$ cat config.mk
export PLATFORM = sky130hd
export DESIGN_NAME = rect_fill_gen_engine
export DESIGN_NICKNAME = d
export VERILOG_FILES = /design/src/rtl/rect_fill_pkg.sv /design/src/rtl/rect_fill_lane_mask.sv /design/src/rtl/rect_fill_gen_engine.sv
export SDC_FILE = /design/constraint.sdc
export NUM_CORES = 1
export LEC_CHECK = 0
export CAP_MARGIN = 10
export CORE_UTILIZATION = 55
export DETAILED_ROUTE_END_ITERATION = 10
export DONT_BUFFER_PORTS = 1
export GPL_TIMING_DRIVEN = 0
export PLACE_DENSITY = 0.7
export SKIP_LAST_GASP = 1
export SYNTH_ARGS = -nofsm -noshare
export SYNTH_HDL_FRONTEND = slang
export SYNTH_SLANG_ARGS = --single-unit
$ cat constraint.sdc
create_clock -name clk -period 10.7 [get_ports clk]
set_input_delay 2.675 -clock clk [delete_from_list [all_inputs] [get_ports clk]]
set_output_delay 2.675 -clock clk [all_outputs]
set_load 0.01 [all_outputs]
$ cat src/rtl/rect_fill_pkg.sv
// Shared encodings and bus-geometry helpers for the rectangle fill generator.
package rect_fill_pkg;

  typedef enum logic [1:0] {
    ST_IDLE,
    ST_SETUP,
    ST_DRIVE,
    ST_DONE
  } state_t;

  localparam logic MODE_FILL    = 1'b0;
  localparam logic MODE_OUTLINE = 1'b1;
  localparam logic OP_IDLE      = 1'b0;
  localparam logic OP_WRITE     = 1'b1;

  function automatic int lanes_of(input int data_w);
    return data_w / 8;
  endfunction

  function automatic int lane_w_of(input int data_w);
    return $clog2(data_w / 8);
  endfunction

endpackage

$ cat src/rtl/rect_fill_lane_mask.sv
// Byte-lane enable mask for one word group of the current rectangle row.
module rect_fill_lane_mask
  import rect_fill_pkg::*;
#(
  parameter int DIM_W  = 16,
  parameter int DATA_W = 32,
  localparam int LANES = lanes_of(DATA_W),
  localparam int LW    = lane_w_of(DATA_W)
) (
  input  logic [DIM_W-LW:0] grp,
  input  logic [LW-1:0]     x_lane,
  input  logic [DIM_W:0]    end_lane,
  input  logic              interior,
  output logic [LANES-1:0]  mask,
  output logic              zero
);

  logic [DIM_W:0] x_ext;
  assign x_ext = (DIM_W+1)'(x_lane);

  // Absolute lane position is the group index with the lane number appended.
  for (genvar gi = 0; gi < LANES; gi++) begin : g_lane
    localparam logic [LW-1:0] LI = LW'(gi);
    logic [DIM_W:0] pos;
    assign pos = {grp, LI};
    assign mask[gi] = (pos >= x_ext) && (pos <= end_lane) &&
                      (!interior || pos == x_ext || pos == end_lane);
  end

  assign zero = ~|mask;

endmodule

$ cat src/rtl/rect_fill_gen_engine.sv
// Walks a byte-lane rectangle row by row, issuing one masked write per colour
// channel per word group to the memory arbiter.
module rect_fill_gen_engine
  import rect_fill_pkg::*;
#(
  parameter int ADDR_W     = 16,
  parameter int DIM_W      = 16,
  parameter int DATA_W     = 32,
  parameter int COLOR_W    = 4,
  parameter int NUM_CH     = 3,
  parameter int ROW_STRIDE = 240
) (
  input  logic                         clk,
  input  logic                         rst_,
  input  logic                         gen_start_strobe,
  input  logic [ADDR_W-1:0]            init_addr,
  input  logic [DIM_W-1:0]             cmd_data_hgt,
  input  logic [DIM_W-1:0]             cmd_data_wid,
  input  logic [lane_w_of(DATA_W)-1:0] cmd_x_lane,
  input  logic                         cmd_mode,
  input  logic [NUM_CH*COLOR_W-1:0]    cmd_color,
  output logic                         data_gen_is_idle,
  output logic                         gen_done,
  output logic                         arb_out_rts,
  input  logic                         arb_in_rtr,
  output logic [lanes_of(DATA_W)-1:0]  arb_out_wben,
  output logic [ADDR_W-1:0]            arb_out_addr,
  output logic [DATA_W-1:0]            arb_out_data,
  output logic                         arb_out_op
);

  localparam int LANES = lanes_of(DATA_W);
  localparam int LW    = lane_w_of(DATA_W);
  localparam int GW    = DIM_W + 1 - LW;
  localparam int CHW   = (NUM_CH > 1) ? $clog2(NUM_CH) : 1;
  localparam int REP   = DATA_W / COLOR_W;

  state_t                    state_reg;
  logic [DIM_W-1:0]          hgt_reg, wid_reg, row_reg;
  logic [LW-1:0]             x_lane_reg;
  logic                      mode_reg;
  logic [NUM_CH*COLOR_W-1:0] color_reg;
  logic [GW-1:0]             grp_reg;
  logic [CHW-1:0]            ch_reg;
  logic [ADDR_W-1:0]         row_base_reg;

  logic [DIM_W:0]     end_lane;
  logic [GW-1:0]      last_grp;
  logic               xfc, cur_interior, next_interior, final_xfc, next_zero;
  logic [DIM_W-1:0]   row_next;
  logic [GW-1:0]      grp_next;
  logic [CHW-1:0]     ch_next;
  logic [ADDR_W-1:0]  row_base_next, addr_next;
  logic [DATA_W-1:0]  data_next;
  logic [LANES-1:0]   mask_next;

  assign end_lane = (DIM_W+1)'(wid_reg) + (DIM_W+1)'(x_lane_reg) - (DIM_W+1)'(1);
  assign last_grp = end_lane[DIM_W:LW];
  assign xfc      = arb_out_rts & arb_in_rtr;
  assign cur_interior = (mode_reg == MODE_OUTLINE) && (row_reg != '0) &&
                        (row_reg != hgt_reg - 1'b1);

  // Next beat position; in SETUP the cleared counters describe the first beat.
  always_comb begin
    row_next      = row_reg;
    grp_next      = grp_reg;
    ch_next       = ch_reg;
    row_base_next = row_base_reg;
    final_xfc     = 1'b0;
    if (state_reg == ST_DRIVE) begin
      if (ch_reg != CHW'(NUM_CH - 1)) begin
        ch_next = ch_reg + 1'b1;
      end else begin
        ch_next = '0;
        if (grp_reg != last_grp) begin
          // Interior outline rows only touch the first and last groups.
          grp_next = (cur_interior && grp_reg == '0) ? last_grp : grp_reg + 1'b1;
        end else if (row_reg != hgt_reg - 1'b1) begin
          grp_next      = '0;
          row_next      = row_reg + 1'b1;
          row_base_next = row_base_reg + ADDR_W'(ROW_STRIDE);
        end else begin
          final_xfc = 1'b1;
        end
      end
    end
  end

  assign next_interior = (mode_reg == MODE_OUTLINE) && (row_next != '0) &&
                         (row_next != hgt_reg - 1'b1);
  assign addr_next = row_base_next + ADDR_W'(grp_next * NUM_CH) + ADDR_W'(ch_next);
  assign data_next = {REP{color_reg[ch_next*COLOR_W +: COLOR_W]}};

  rect_fill_lane_mask #(
    .DIM_W  (DIM_W),
    .DATA_W (DATA_W)
  ) u_lane_mask (
    .grp      (grp_next),
    .x_lane   (x_lane_reg),
    .end_lane (end_lane),
    .interior (next_interior),
    .mask     (mask_next),
    .zero     (next_zero)
  );

  always_ff @(posedge clk) begin
    if (!rst_) begin
      state_reg        <= ST_IDLE;
      hgt_reg          <= '0;
      wid_reg          <= '0;
      row_reg          <= '0;
      x_lane_reg       <= '0;
      mode_reg         <= MODE_FILL;
      color_reg        <= '0;
      grp_reg          <= '0;
      ch_reg           <= '0;
      row_base_reg     <= '0;
      data_gen_is_idle <= 1'b1;
      gen_done         <= 1'b0;
      arb_out_rts      <= 1'b0;
      arb_out_wben     <= '0;
      arb_out_addr     <= '0;
      arb_out_data     <= '0;
      arb_out_op       <= OP_IDLE;
    end else begin
      gen_done <= 1'b0;
      case (state_reg)
        ST_IDLE: begin
          if (gen_start_strobe) begin
            hgt_reg          <= cmd_data_hgt;
            wid_reg          <= cmd_data_wid;
            x_lane_reg       <= cmd_x_lane;
            mode_reg         <= cmd_mode;
            color_reg        <= cmd_color;
            row_base_reg     <= init_addr;
            row_reg          <= '0;
            grp_reg          <= '0;
            ch_reg           <= '0;
            data_gen_is_idle <= 1'b0;
            state_reg        <= ST_SETUP;
          end
        end
        ST_SETUP: begin
          if (hgt_reg == '0 || wid_reg == '0 || next_zero) begin
            gen_done  <= 1'b1;
            state_reg <= ST_DONE;
          end else begin
            arb_out_rts  <= 1'b1;
            arb_out_op   <= OP_WRITE;
            arb_out_wben <= mask_next;
            arb_out_addr <= addr_next;
            arb_out_data <= data_next;
            state_reg    <= ST_DRIVE;
          end
        end
        ST_DRIVE: begin
          if (xfc) begin
            if (final_xfc) begin
              arb_out_rts  <= 1'b0;
              arb_out_op   <= OP_IDLE;
              arb_out_wben <= '0;
              gen_done     <= 1'b1;
              state_reg    <= ST_DONE;
            end else begin
              row_reg      <= row_next;
              grp_reg      <= grp_next;
              ch_reg       <= ch_next;
              row_base_reg <= row_base_next;
              arb_out_wben <= mask_next;
              arb_out_addr <= addr_next;
              arb_out_data <= data_next;
            end
          end
        end
        ST_DONE: begin
          data_gen_is_idle <= 1'b1;
          state_reg        <= ST_IDLE;
        end
        default: state_reg <= ST_IDLE;
      endcase
    end
  end

endmodule

---- Word level (Yosys, flattened, before mapping) ----
Index checks and enable logic that the tools add are counted.
storage, ports and cells
  latch bits .............................. 0
  logic and storage cells ................. 160
  ROM bits ................................ 0
  output and inout port bits .............. 56
  memories ................................ 0
  flip-flop bits (word level) ............. 153
  input port bits ......................... 67
  memory bits (writable) .................. 0
operators by class
  equal/unequal tests ..................... 20
  multipliers ............................. 1
  muxes and demuxes ....................... 62
  add/subtract/negate cells ............... 9
  reductions and logical operators ........ 42
  $lt $le $gt $ge ......................... 8
  div/mod/pow operators ................... 0
  bitwise gates (word level) .............. 1
  shift operators ......................... 1
operators with widths
  kind                   number
  $mux 16                17
  $mux 15                8
  $mux 32                3
  $pmux 16 s2            3
  $eq 17x17->1           4
  $eq 17x2->1            4
  $ge 17x2->1            4
  $le 17x17->1           4
  $pmux 32 s2            1
  $logic_not 16->1       2
  $ne 16x16->1           2
  $reduce_bool 16->1     2
  $pmux 15 s2            1
  $add 16x2->17          1
  $sub 17x1->17 const B  1
  $add 16x1->16 const B  1
  $add 16x16->16         1
  $add 16x2->16          1
  $add 16x8->16 const B  1
  $mul 15x2->16 const B  1
  $mux 2                 8
  $sub 16x1->16 const B  1
  $add 15x1->15 const B  1
  $logic_not 15->1       1
  other kinds (22)       71

---- Longest topological paths before layout ----
Gate-level depths: netlist of run 1.
  depth in word-level cells ............... 18
  depth in mapped cells ................... 39
  mapped depth without buffers ............ 38

---- Modules after synthesis ----
Synthesis of run 1 repeated with hierarchy kept, for this count alone.
unflattened totals
  cell total of the unflattened synthesis .. 1373
  area, all modules ....................... 10552.6 um2
modules (own cells, without submodules)
  module                area an instance (um2)  cells an instance  seq. area each (um2)  times used
  rect_fill_gen_engine  9943.3                  1283               2502.4                1
  rect_fill_lane_mask   609.3                   90                 0.0                   1

---- Worst setup path after synthesis of run 1 ----
Ideal clock, no wire load.
  kind .................................... register -> register
  from .................................... reg x_lane_reg[1]
  to ...................................... reg arb_out_addr[15]
  path slack .............................. 3.043 ns
  buffers on the path ..................... 0
  arrival ................................. 7.541 ns
  stages on the path, launching flop included .. 39
  cell sequence ........................... dfxtp_1 > inv_1 > ha_1 > inv_1 > ha_1 > inv_1 > fa_1 > o21bai_1 > nand3_2 > and4_1 > o31a_1 > or2_1 > a2111o_1 > o31ai_1 > inv_2 > a22oi_1 > inv_1 > fa_1 > (+3 left out) > ha_1 > inv_1 > fa_1 > nor2b_1 > o21ai_0 > a21boi_0 > o21ai_0 > a21oi_1 > o21ai_0 > a21oi_1 > o21ai_0 > a21boi_0 > o21ai_0 > a21oi_1 > o21a_1 > nor2_1 > xnor2_1 > a41o_1
on the way
  word-level cells in the longest chain between the ends .. 18
  elaborated cells on any way between the ends .. 66
  classes of those cells .................. add/sub: 4; mul: 1; order compare: 8; eq/ne: 12; mux: 17; reduce/logical: 24
ends and longest elaborated chain
  what                                                    line                         RTL
  from (decl)                                             rect_fill_gen_engine.sv:40   logic [LW-1:0] x_lane_reg;
  from (signal assigned)                                  rect_fill_gen_engine.sv:132  x_lane_reg <= cmd_x_lane;
  branches (longest 18 deep; another with $add 16x2->17)  n/a
  to (signal assigned)                                    rect_fill_gen_engine.sv:151  arb_out_addr <= addr_next;
  to (signal assigned)                                    rect_fill_gen_engine.sv:170  arb_out_addr <= addr_next;
  to (decl)                                               rect_fill_gen_engine.sv:27   output logic [ADDR_W-1:0] arb_out_addr,
Parallel ways; which one is timed is not known. The select of a mux whose other input is x is not followed.
A chain may end at the register's enable or synchronous reset.

---- Worst setup path after layout of run 1 ----
Ends and elaborated chain as after synthesis.

==> results of run 1 <==
==> power groups by stage <==
stage	Clock (uW)	Sequential (uW)	Combinational, uW
2_1_floorplan	0	598	982
3_3_place_gp	0	617	1250
3_5_place_dp	0	619	1270
4_1_cts	600	609	1290
5_1_grt	621	619	1430
6_report	595	610	1310
==> area by class of cell <==
type,instances,area share (%)
Clock buffer,19,3.44
Clock inverter,12,1.17
Sequential cell,125,19.9
Tap cell,270,2.68
Buffer,115,4.61
Multi-Input combinational cell,1187,64.9
Inverter,101,3.01
Timing Repair Buffer,7,0.338
==> routing by layer <==
metal,track usage (%),wire [um],vias up
met5,0,0,-
met4,12.1,1020,0
met3,4.66,2250,59
met2,52.9,16400,432
met1,44.3,15900,5177
li1,-,-,5379
==> final timing paths <==
kind	startpoint	to	slack [ps]
setup / recovery	x_lane_reg[1]$_SDFFE_PN0P_	arb_out_addr[15]$_SDFFE_PN0P_	730
hold / removal	color_reg[8]$_SDFFE_PN0P_	color_reg[8]$_SDFFE_PN0P_	460
setup reg to reg	x_lane_reg[1]$_SDFFE_PN0P_	arb_out_addr[15]$_SDFFE_PN0P_	730
hold reg to reg	color_reg[8]$_SDFFE_PN0P_	color_reg[8]$_SDFFE_PN0P_	460
==> cell families after synthesis <==
| group | count (synthesis) | share of synthesized area [%] |
|---|---|---|
| buffers and inverters | 216 | 8.25 |
| xor gates and xnor gates | 86 | 6.83 |
| adders and majority gates | 115 | 13.5 |
| and+or+nand+nor | 570 | 24.6 |
| muxes | 42 | 3.63 |
| AOI/OAI and AO/OA | 374 | 21.7 |
| DFF | 125 | 21.5 |
==> critical path: cells and delay by family, from the launching register on <==
family                     cells  cell delay, ps
AOI/OAI and AO/OA             17            4290
adders and majority gates      7            2330
buffers and inverters          8            1200
and+or+nand+nor                6            1190
DFF                            1             510
xor gates and xnor gates       1             380
==> stage by stage <==
step	setup WS, ps	hold WS, ps	power [uW]
floorplan	3040	443	1580
global placement	1230	452	1870
detailed placement	1100	458	1890
CTS	983	466	2500
global route	249	487	2670
finish	729	465	2510
==> placed cells by master, fill, tap and decap left out, types with 13 or more instances in the layout <==
cell,instances
nand2_1,215
dfxtp_1,125
inv_1,100
ha_1,98
o21ai_0,88
nor2_1,86
clkbuf_1,70
a21oi_1,67
xnor2_1,61
a21boi_0,60
nand3_1,44
nor2b_1,41
mux2i_1,40
buf_4,31
nor3_1,24
and3_1,22
xor2_1,22
a22oi_1,20
and2_1,19
nand4_1,18
nor4_1,18
fa_1,17
clkbuf_16,17
a21o_1,15
nand2b_1,15
nand3b_1,14
a211oi_1,13
==> impl_metrics.py, run 1 <==
metrics = {
    "critical_path": {
        "critPathCaptureType": "flip-flop",
        "path_common_cell": "inv_1",
        "cp_slowest_cell": "o21ai_0",
        "max_stage_delay_ps": 740,
        "critical_path_arrival_ps": 10340,
        "worstPathMaxFanout": 10,
        "crit_type": "reg2reg",
        "r2r_cells": 39,
        "cp-start-kind": "flip-flop",
        "critPathRequiredTime_ps": 11070,
    },
    "detailed_routing": {
        "dr.pass1.iters": 6,
        "antenna_left": 0,
        "drc": 0,
        "avgViaCountPerCell": 6.02,
        "vias": 11000,
        "drt_iter0_drc": 867,
        "routed_wl_um": 35500,
        "wl_per_cell_um": 19.3,
    },
    "clock_tree": {
        "path_clk_slew_ps": 60,
        "numCtsBuffers": 17,
        "clock_path_buffers": 2,
        "ctsHoldBuffers": 0,
        "cts_setup_buffers": 0,
        "cts_tree": "built",
        "cts-root-buf": "clkbuf_16",
        "cts_resized": 0,
        "htree_num_levels": 4,
        "cts_sinks": 125,
        "clk_latency_ps": 430,
    },
    "flow_run": {
        "max_cap_viol_count": 0,
    },
    "sta": {
        "worstMarginPinSlew_ps": 1130,
        "fin_skew_ps": 12.2,
        "hold_violations": 0,
        "setup_viol": 0,
        "rsz0062_at_grt": "false",
        "finalCriticalPeriod_ps": 9970,
        "slew_violations": 0,
        "period_share_pct": 93.2,
        "setup_tns_ps": 0,
        "fmax_ghz": 0.100,
        "slew_headroom_pct": 23.9,
    },
    "cells_and_area": {
        "fill_cells": 1907,
        "final_util_pct": 61.5,
        "seq_area_mm2": 0.00250,
        "area_growth_pct": 8.26,
        "diodes": 0,
        "drive_above_1_share_pct": 6.83,
        "stdcell_area_mm2": 0.0126,
        "multi_input_area_mm2": 0.00818,
        "layoutNonFillerInstCount": 1836,
        "nets": 1736,
    },
    "outcome": {
        "outcome": "finished, final reports clean",
    },
    "logic_synthesis": {
        "yosysWarningCount": 0,
        "ys_types": 87,
        "yosysTopAreaCell": "dfxtp_1",
        "ys_async_sr_fraction_pct": 0,
        "yosysMostFrequentCell": "nand2_1",
        "syn_nets": 1710,
        "yosys.area.top_type_share_pct": 21.5,
        "synth_area_mm2": 0.0116,
        "ys_top_cells_by_count": "nand2_1, dfxtp_1, inv_1",
        "syn_area_per_cell_um2": 7.62,
        "synthFlopType": "dfxtp_1",
        "ys_seq_area_share_pct": 21.5,
        "synth_edf_count": 0,
        "syn_inst": 1528,
        "synth_area_leaders": "dfxtp_1, ha_1, nand2_1, xnor2_1, a21boi_0",
        "ys_ff_latch": 125,
    },
    "global_route": {
        "grt_pass1_wl_um": 55700,
        "grt_usage_pct": 32.7,
        "grt_overflow_total": 0,
        "antenna_found_initial": 0,
        "grt_max_degree": 17,
        "grt_pass1_vias": 10300,
    },
    "power": {
        "clkPwrFrac_pct": 23.7,
        "p_sw_uw": 1120,
        "power_density_mw_per_mm2": 199,
        "p_int_uw": 1400,
        "p_leak_uw": 0.00522,
        "p_comb_share_pct": 52.0,
        "seq_power_share_pct": 24.3,
        "switching_share_pct": 44.4,
        "ir_drop_mv": 0.0936,
    },
    "placed_design": {
        "place_area_mm2": 0.0120,
        "hpwl_um": 27900,
        "gp_congestion": 0.986,
        "dp.cells": 1803,
        "port_buffers": 0,
    },
    "floorplanning": {
        "start_util_pct": 56.8,
        "dieArea_mm2": 0.0217,
        "io_pins": 123,
        "fp.dieH_um": 147,
        "die_x_um": 147,
        "coreArea_mm2": 0.0205,
        "rows": 52,
    },
    "hold_path": {
        "min_path_type": "reg2reg",
        "holdPathStages": 2,
    },
}
No activity file was read; power rests on OpenSTA's default activity.
==> inputs of run 2 (changes only) <==
- CORE_MARGIN: default -> 5
==> run 2 against run 1 <==
  * Non-clock buffer count down 1
  * Sequential power is essentially flat
  * Hold slack improved by 3.2 ps
  * Largest power group unchanged
==> impl_metrics.py, run 2 (synthesis results as in run 1) <==
metrics = {
    "global_route": {
        "use_met2_pct": 47.8,
        "grt_pass1_vias": 10400,
        "antenna_found_initial": 0,
        "grt_pass1_wl_um": 56500,
        "global_route.usage.met1_pct": 40.2,
        "busiest_layer": "met2",
        "use_met3_pct": 4.73,
        "grt_usage_pct": 29.3,
        "grt_max_degree": 17,
        "grt_overflow_total": 0,
    },
    "critical_path": {
        "cp-start-kind": "flip-flop",
        "critPathRequiredTime_ps": 11070,
        "path_common_cell": "inv_1",
        "cp_slowest_cell": "o21ai_0",
        "crit_type": "reg2reg",
        "max_stage_delay_ps": 780,
        "worstPathMaxFanout": 10,
        "critPathCaptureType": "flip-flop",
        "critical_path_arrival_ps": 10000,
    },
    "clock_tree": {
        "numCtsBuffers": 17,
        "cts_tree": "built",
        "cts_resized": 0,
        "clock_path_buffers": 2,
        "path_clk_slew_ps": 60,
        "cts_setup_buffers": 0,
        "cts-root-buf": "clkbuf_16",
        "clk_latency_ps": 440,
        "ctsHoldBuffers": 0,
        "htree_num_levels": 4,
        "cts_sinks": 125,
    },
    "hold_path": {
        "min_path_type": "reg2reg",
    },
    "cells_and_area": {
        "layoutNonFillerInstCount": 1841,
        "layout_common_cells": "nand2_1, dfxtp_1, inv_1",
        "drive_above_1_share_pct": 6.96,
        "diodes": 0,
        "nets": 1735,
        "layout_commonest_cell": "nand2_1",
        "area_growth_pct": 8.64,
    },
    "power": {
        "p_comb_share_pct": 51.0,
        "p_int_uw": 1410,
        "ir_drop_mv": 0.112,
        "p_sw_uw": 1140,
        "clkPwrFrac_pct": 25.1,
        "p_leak_uw": 0.00524,
        "switching_share_pct": 44.9,
        "seq_power_share_pct": 23.9,
        "power_density_mw_per_mm2": 202,
    },
    "floorplanning": {
        "dieArea_mm2": 0.0242,
        "start_util_pct": 55.5,
        "rows": 53,
        "io_pins": 123,
        "fp.dieH_um": 155,
        "coreArea_mm2": 0.0210,
        "die_x_um": 155,
    },
    "sta": {
        "setup_tns_ps": 0,
        "setup_viol": 0,
        "worstMarginPinSlew_ps": 1240,
        "fin_skew_ps": 15.3,
        "period_share_pct": 90.0,
        "finalCriticalPeriod_ps": 9630,
        "hold_violations": 0,
        "fmax_ghz": 0.104,
        "slew_violations": 0,
        "rsz0062_at_grt": "false",
        "slew_headroom_pct": 16.7,
    },
    "detailed_routing": {
        "routed_wl_um": 35600,
        "drt_iter0_drc": 1003,
        "vias": 11000,
        "wl_per_cell_um": 19.3,
        "avgViaCountPerCell": 5.95,
        "drc": 0,
        "dr.pass1.iters": 5,
        "antenna_left": 0,
    },
    "flow_run": {
        "max_cap_viol_count": 0,
    },
    "placed_design": {
        "dp.cells": 1804,
        "hpwl_um": 28300,
        "port_buffers": 0,
        "gp_congestion": 0.947,
    },
    "outcome": {
        "outcome": "finished, final reports clean",
    },
}
-- run 2: cell count changes in the layout (fill, tap and decap cells not counted) --
cell and delta:
clkinv_2 -4, inv_8 +4, inv_6 +3, buf_4 -2
clkbuf_1 -2, clkinv_4 +2, clkinvlp_4 -2, clkbuf_4 +1
-- run 2: power by group through the flow --
stage               clock network, uW  logic (uW)  registers (uW)
finish                            640        1300             609
global route                      672        1430             618
CTS                               647        1290             610
detailed placement                  0        1280             621
global placement                    0        1260             618
floorplan                           0         982             598
-- run 2: area by class of cell --
class,count,area (um^2)
fill,2031,8310
tap,275,344
clock inverter,15,201
timing repair buffer,6,35.0
buffer,115,581
clock buffer,17,425
inverter,101,379
multi-input combinational,1187,8180
sequential,125,2500
-- run 2: critical path, delay by kind of cell, from the launching register on --
kind                     cells  cell delay (ps)
AO/OA/AOI/OAI               17             4090
XOR/XNOR                     1              300
adder cells (fa/ha/maj)      7             2340
buffers and inverters        8             1190
flip-flops                   1              480
AND/OR/NAND/NOR              6             1170
-- run 2: metal layers --
metal | share of wire [%] | wire length [um]
met4 | 2.3 | 811
met3 | 6.6 | 2350
met2 | 47 | 16600
met1 | 44 | 15800
met5 | 0 | 0
-- run 2: per-stage QoR --
stage / setup WS [ps] / area (um^2) / power (uW) / hold WS, ps / util [%]
after floorplan: 3040 / 11600 / 1580 / 443 / -
after global placement: 1410 / 12000 / 1870 / 453 / 57.2
after detailed placement: 1200 / 12000 / 1900 / 460 / 57.2
after CTS: 1150 / 12600 / 2540 / 468 / 60.2
after global routing: 261 / 12600 / 2720 / 505 / 60.3
final: 1070 / 12600 / 2550 / 468 / 60.3
-- run 2: final timing paths --
kind                                    from                       endpoint  slack, ps  cells past startpoint
hold reg to reg   color_reg[10]$_SDFFE_PN0P_     color_reg[10]$_SDFFE_PN0P_        470                      2
setup reg to reg  x_lane_reg[1]$_SDFFE_PN0P_  arb_out_addr[15]$_SDFFE_PN0P_       1070                     39
setup / recovery  x_lane_reg[1]$_SDFFE_PN0P_  arb_out_addr[15]$_SDFFE_PN0P_       1070                     39
hold / removal    color_reg[10]$_SDFFE_PN0P_     color_reg[10]$_SDFFE_PN0P_        470                      2
==> inputs of run 3 (changes only) <==
- CELL_PAD_IN_SITES_DETAIL_PLACEMENT: default -> 0
- CELL_PAD_IN_SITES_GLOBAL_PLACEMENT: default -> 1
- CORE_UTILIZATION: 55 -> 49
- CTS_CLUSTER_SIZE: default -> 25
- PLACE_DENSITY: 0.7 -> default
- PLACE_DENSITY_LB_ADDON: default -> 0.1
==> run 3 against run 2 <==
  * Die area is 11% higher
  * Fmax is 1.6% lower
  * Flip-flop and latch count unchanged
  * Clock-buffer cell count is 1 higher
  * Clock skew shrank 4.0 ps
  * Cell area barely moved
  * Via count shrank 0.54%
  * Largest power group unchanged
  * Combinational power is essentially flat
  * Clock power fell by 7.2%
  * First-iteration DRC count shrank 11%
==> impl_metrics.py, run 3 (synthesis results as in run 1) <==
metrics = {
    "power": {
        "power_density_mw_per_mm2": 199,
        "p_sw_uw": 1150,
        "switching_share_pct": 45.8,
        "seq_power_share_pct": 24.3,
        "p_comb_share_pct": 52.1,
        "p_total_uw": 2510,
        "clkPwrFrac_pct": 23.6,
        "ir_drop_mv": 0.112,
        "p_leak_uw": 0.00521,
        "p_int_uw": 1360,
    },
    "sta": {
        "period_share_pct": 91.4,
        "fin_skew_ps": 11.3,
        "fmax_ghz": 0.102,
        "slew_headroom_pct": 17.1,
        "setup_tns_ps": 0,
        "slew_violations": 0,
        "hold_violations": 0,
        "rsz0062_at_grt": "false",
        "setup_viol": 0,
        "finalCriticalPeriod_ps": 9780,
        "whs_ps": 466,
        "worstMarginPinSlew_ps": 1230,
    },
    "placed_design": {
        "port_buffers": 0,
        "hpwl_um": 29200,
        "gp_congestion": 0.937,
    },
    "clock_tree": {
        "htree_num_levels": 4,
        "clk_latency_ps": 430,
        "cts_resized": 0,
        "cts_setup_buffers": 0,
        "cts_tree": "built",
        "ctsHoldBuffers": 0,
        "cts-root-buf": "clkbuf_16",
        "path_clk_slew_ps": 60,
        "cts_sinks": 125,
        "numCtsBuffers": 17,
        "clock_path_buffers": 2,
    },
    "detailed_routing": {
        "drc": 0,
        "vias": 10900,
        "antenna_left": 0,
        "dr.pass1.iters": 9,
        "wl_per_cell_um": 19.4,
        "routed_wl_um": 36500,
        "avgViaCountPerCell": 5.78,
        "drt_iter0_drc": 891,
    },
    "global_route": {
        "grt_max_degree": 17,
        "use_met3_pct": 4.89,
        "grt_overflow_total": 0,
        "global_route.usage.met1_pct": 36.7,
        "antenna_found_initial": 0,
        "grt_usage_pct": 27.0,
        "use_met2_pct": 44.1,
        "grt_pass1_wl_um": 56900,
        "busiest_layer": "met2",
        "grt_pass1_vias": 10100,
    },
    "floorplanning": {
        "coreArea_mm2": 0.0234,
        "die_x_um": 164,
        "dieArea_mm2": 0.0269,
        "start_util_pct": 49.7,
        "rows": 56,
        "fp.dieH_um": 164,
        "io_pins": 123,
    },
    "critical_path": {
        "path_common_cell": "inv_1",
        "critPathCaptureType": "flip-flop",
        "critical_path_arrival_ps": 10150,
        "crit_type": "reg2reg",
        "critPathRequiredTime_ps": 11080,
        "cp-start-kind": "flip-flop",
        "cp_slowest_cell": "o21ai_0",
        "max_stage_delay_ps": 810,
        "path_buf_inv": 8,
        "cp_top_family": "compound AO/OA/AOI/OAI gates",
        "worstPathMaxFanout": 10,
    },
    "flow_run": {
        "max_cap_viol_count": 0,
    },
    "outcome": {
        "outcome": "finished, final reports clean",
    },
    "cells_and_area": {
        "layout_commonest_cell": "nand2_1",
        "diodes": 0,
        "drive_above_1_share_pct": 6.90,
        "layout_common_cells": "nand2_1, dfxtp_1, inv_1",
        "nets": 1735,
        "area_growth_pct": 8.75,
        "final_util_pct": 54.1,
    },
    "hold_path": {
        "min_path_type": "reg2reg",
    },
}
==> run 3: worst paths after layout <==
check	start	end	slack, ps	cells past startpoint
setup / recovery	x_lane_reg[1]$_SDFFE_PN0P_	arb_out_addr[15]$_SDFFE_PN0P_	920	39
hold / removal	color_reg[9]$_SDFFE_PN0P_	color_reg[9]$_SDFFE_PN0P_	470	2
setup reg to reg	x_lane_reg[1]$_SDFFE_PN0P_	arb_out_addr[15]$_SDFFE_PN0P_	920	39
hold reg to reg	color_reg[9]$_SDFFE_PN0P_	color_reg[9]$_SDFFE_PN0P_	470	2
==> run 3: stage by stage <==
stage	worst slack, ps	instance area [um^2]	instances
floorplan	3040	11600	1528
global placement	1060	12000	1847
global route	294	12700	1885
CTS	987	12600	1880
detailed placement	1040	12000	1848
finish	922	12700	1885
==> run 3: worst register-to-register path: cells and delay by family, from the launching register on <==
family | cells | cell delay [ps]
compound gates | 17 | 4180
xor+xnor | 1 | 460
fa+ha+maj | 7 | 2280
buf+inv | 8 | 1200
flops | 1 | 440
simple gates | 6 | 1160
==> run 3: area by class of cell <==
class / instances / area, um^2
plain buffers: 115 / 581
fillers: 2384 / 10700
clock inverters: 14 / 153
clock buffers: 18 / 429
multi-input cells: 1187 / 8180
flip-flops and latches: 125 / 2500
inverters: 101 / 379
well taps: 319 / 399
repair buffers: 6 / 37.5
==> run 3: power groups by stage <==
stage / combinational, uW / sequential, uW / clock (uW)
after floorplan: 982 / 598 / 0
after global placement: 1280 / 619 / 0
after detailed placement: 1290 / 621 / 0
after CTS: 1300 / 610 / 602
after global routing: 1450 / 621 / 623
final: 1310 / 610 / 594
==> run 3: per-layer routing <==
metal	share of wire (%)	wire length [um]
met1	45	16500
met2	46	16600
met3	6.9	2540
met4	2.3	840
met5	0	0
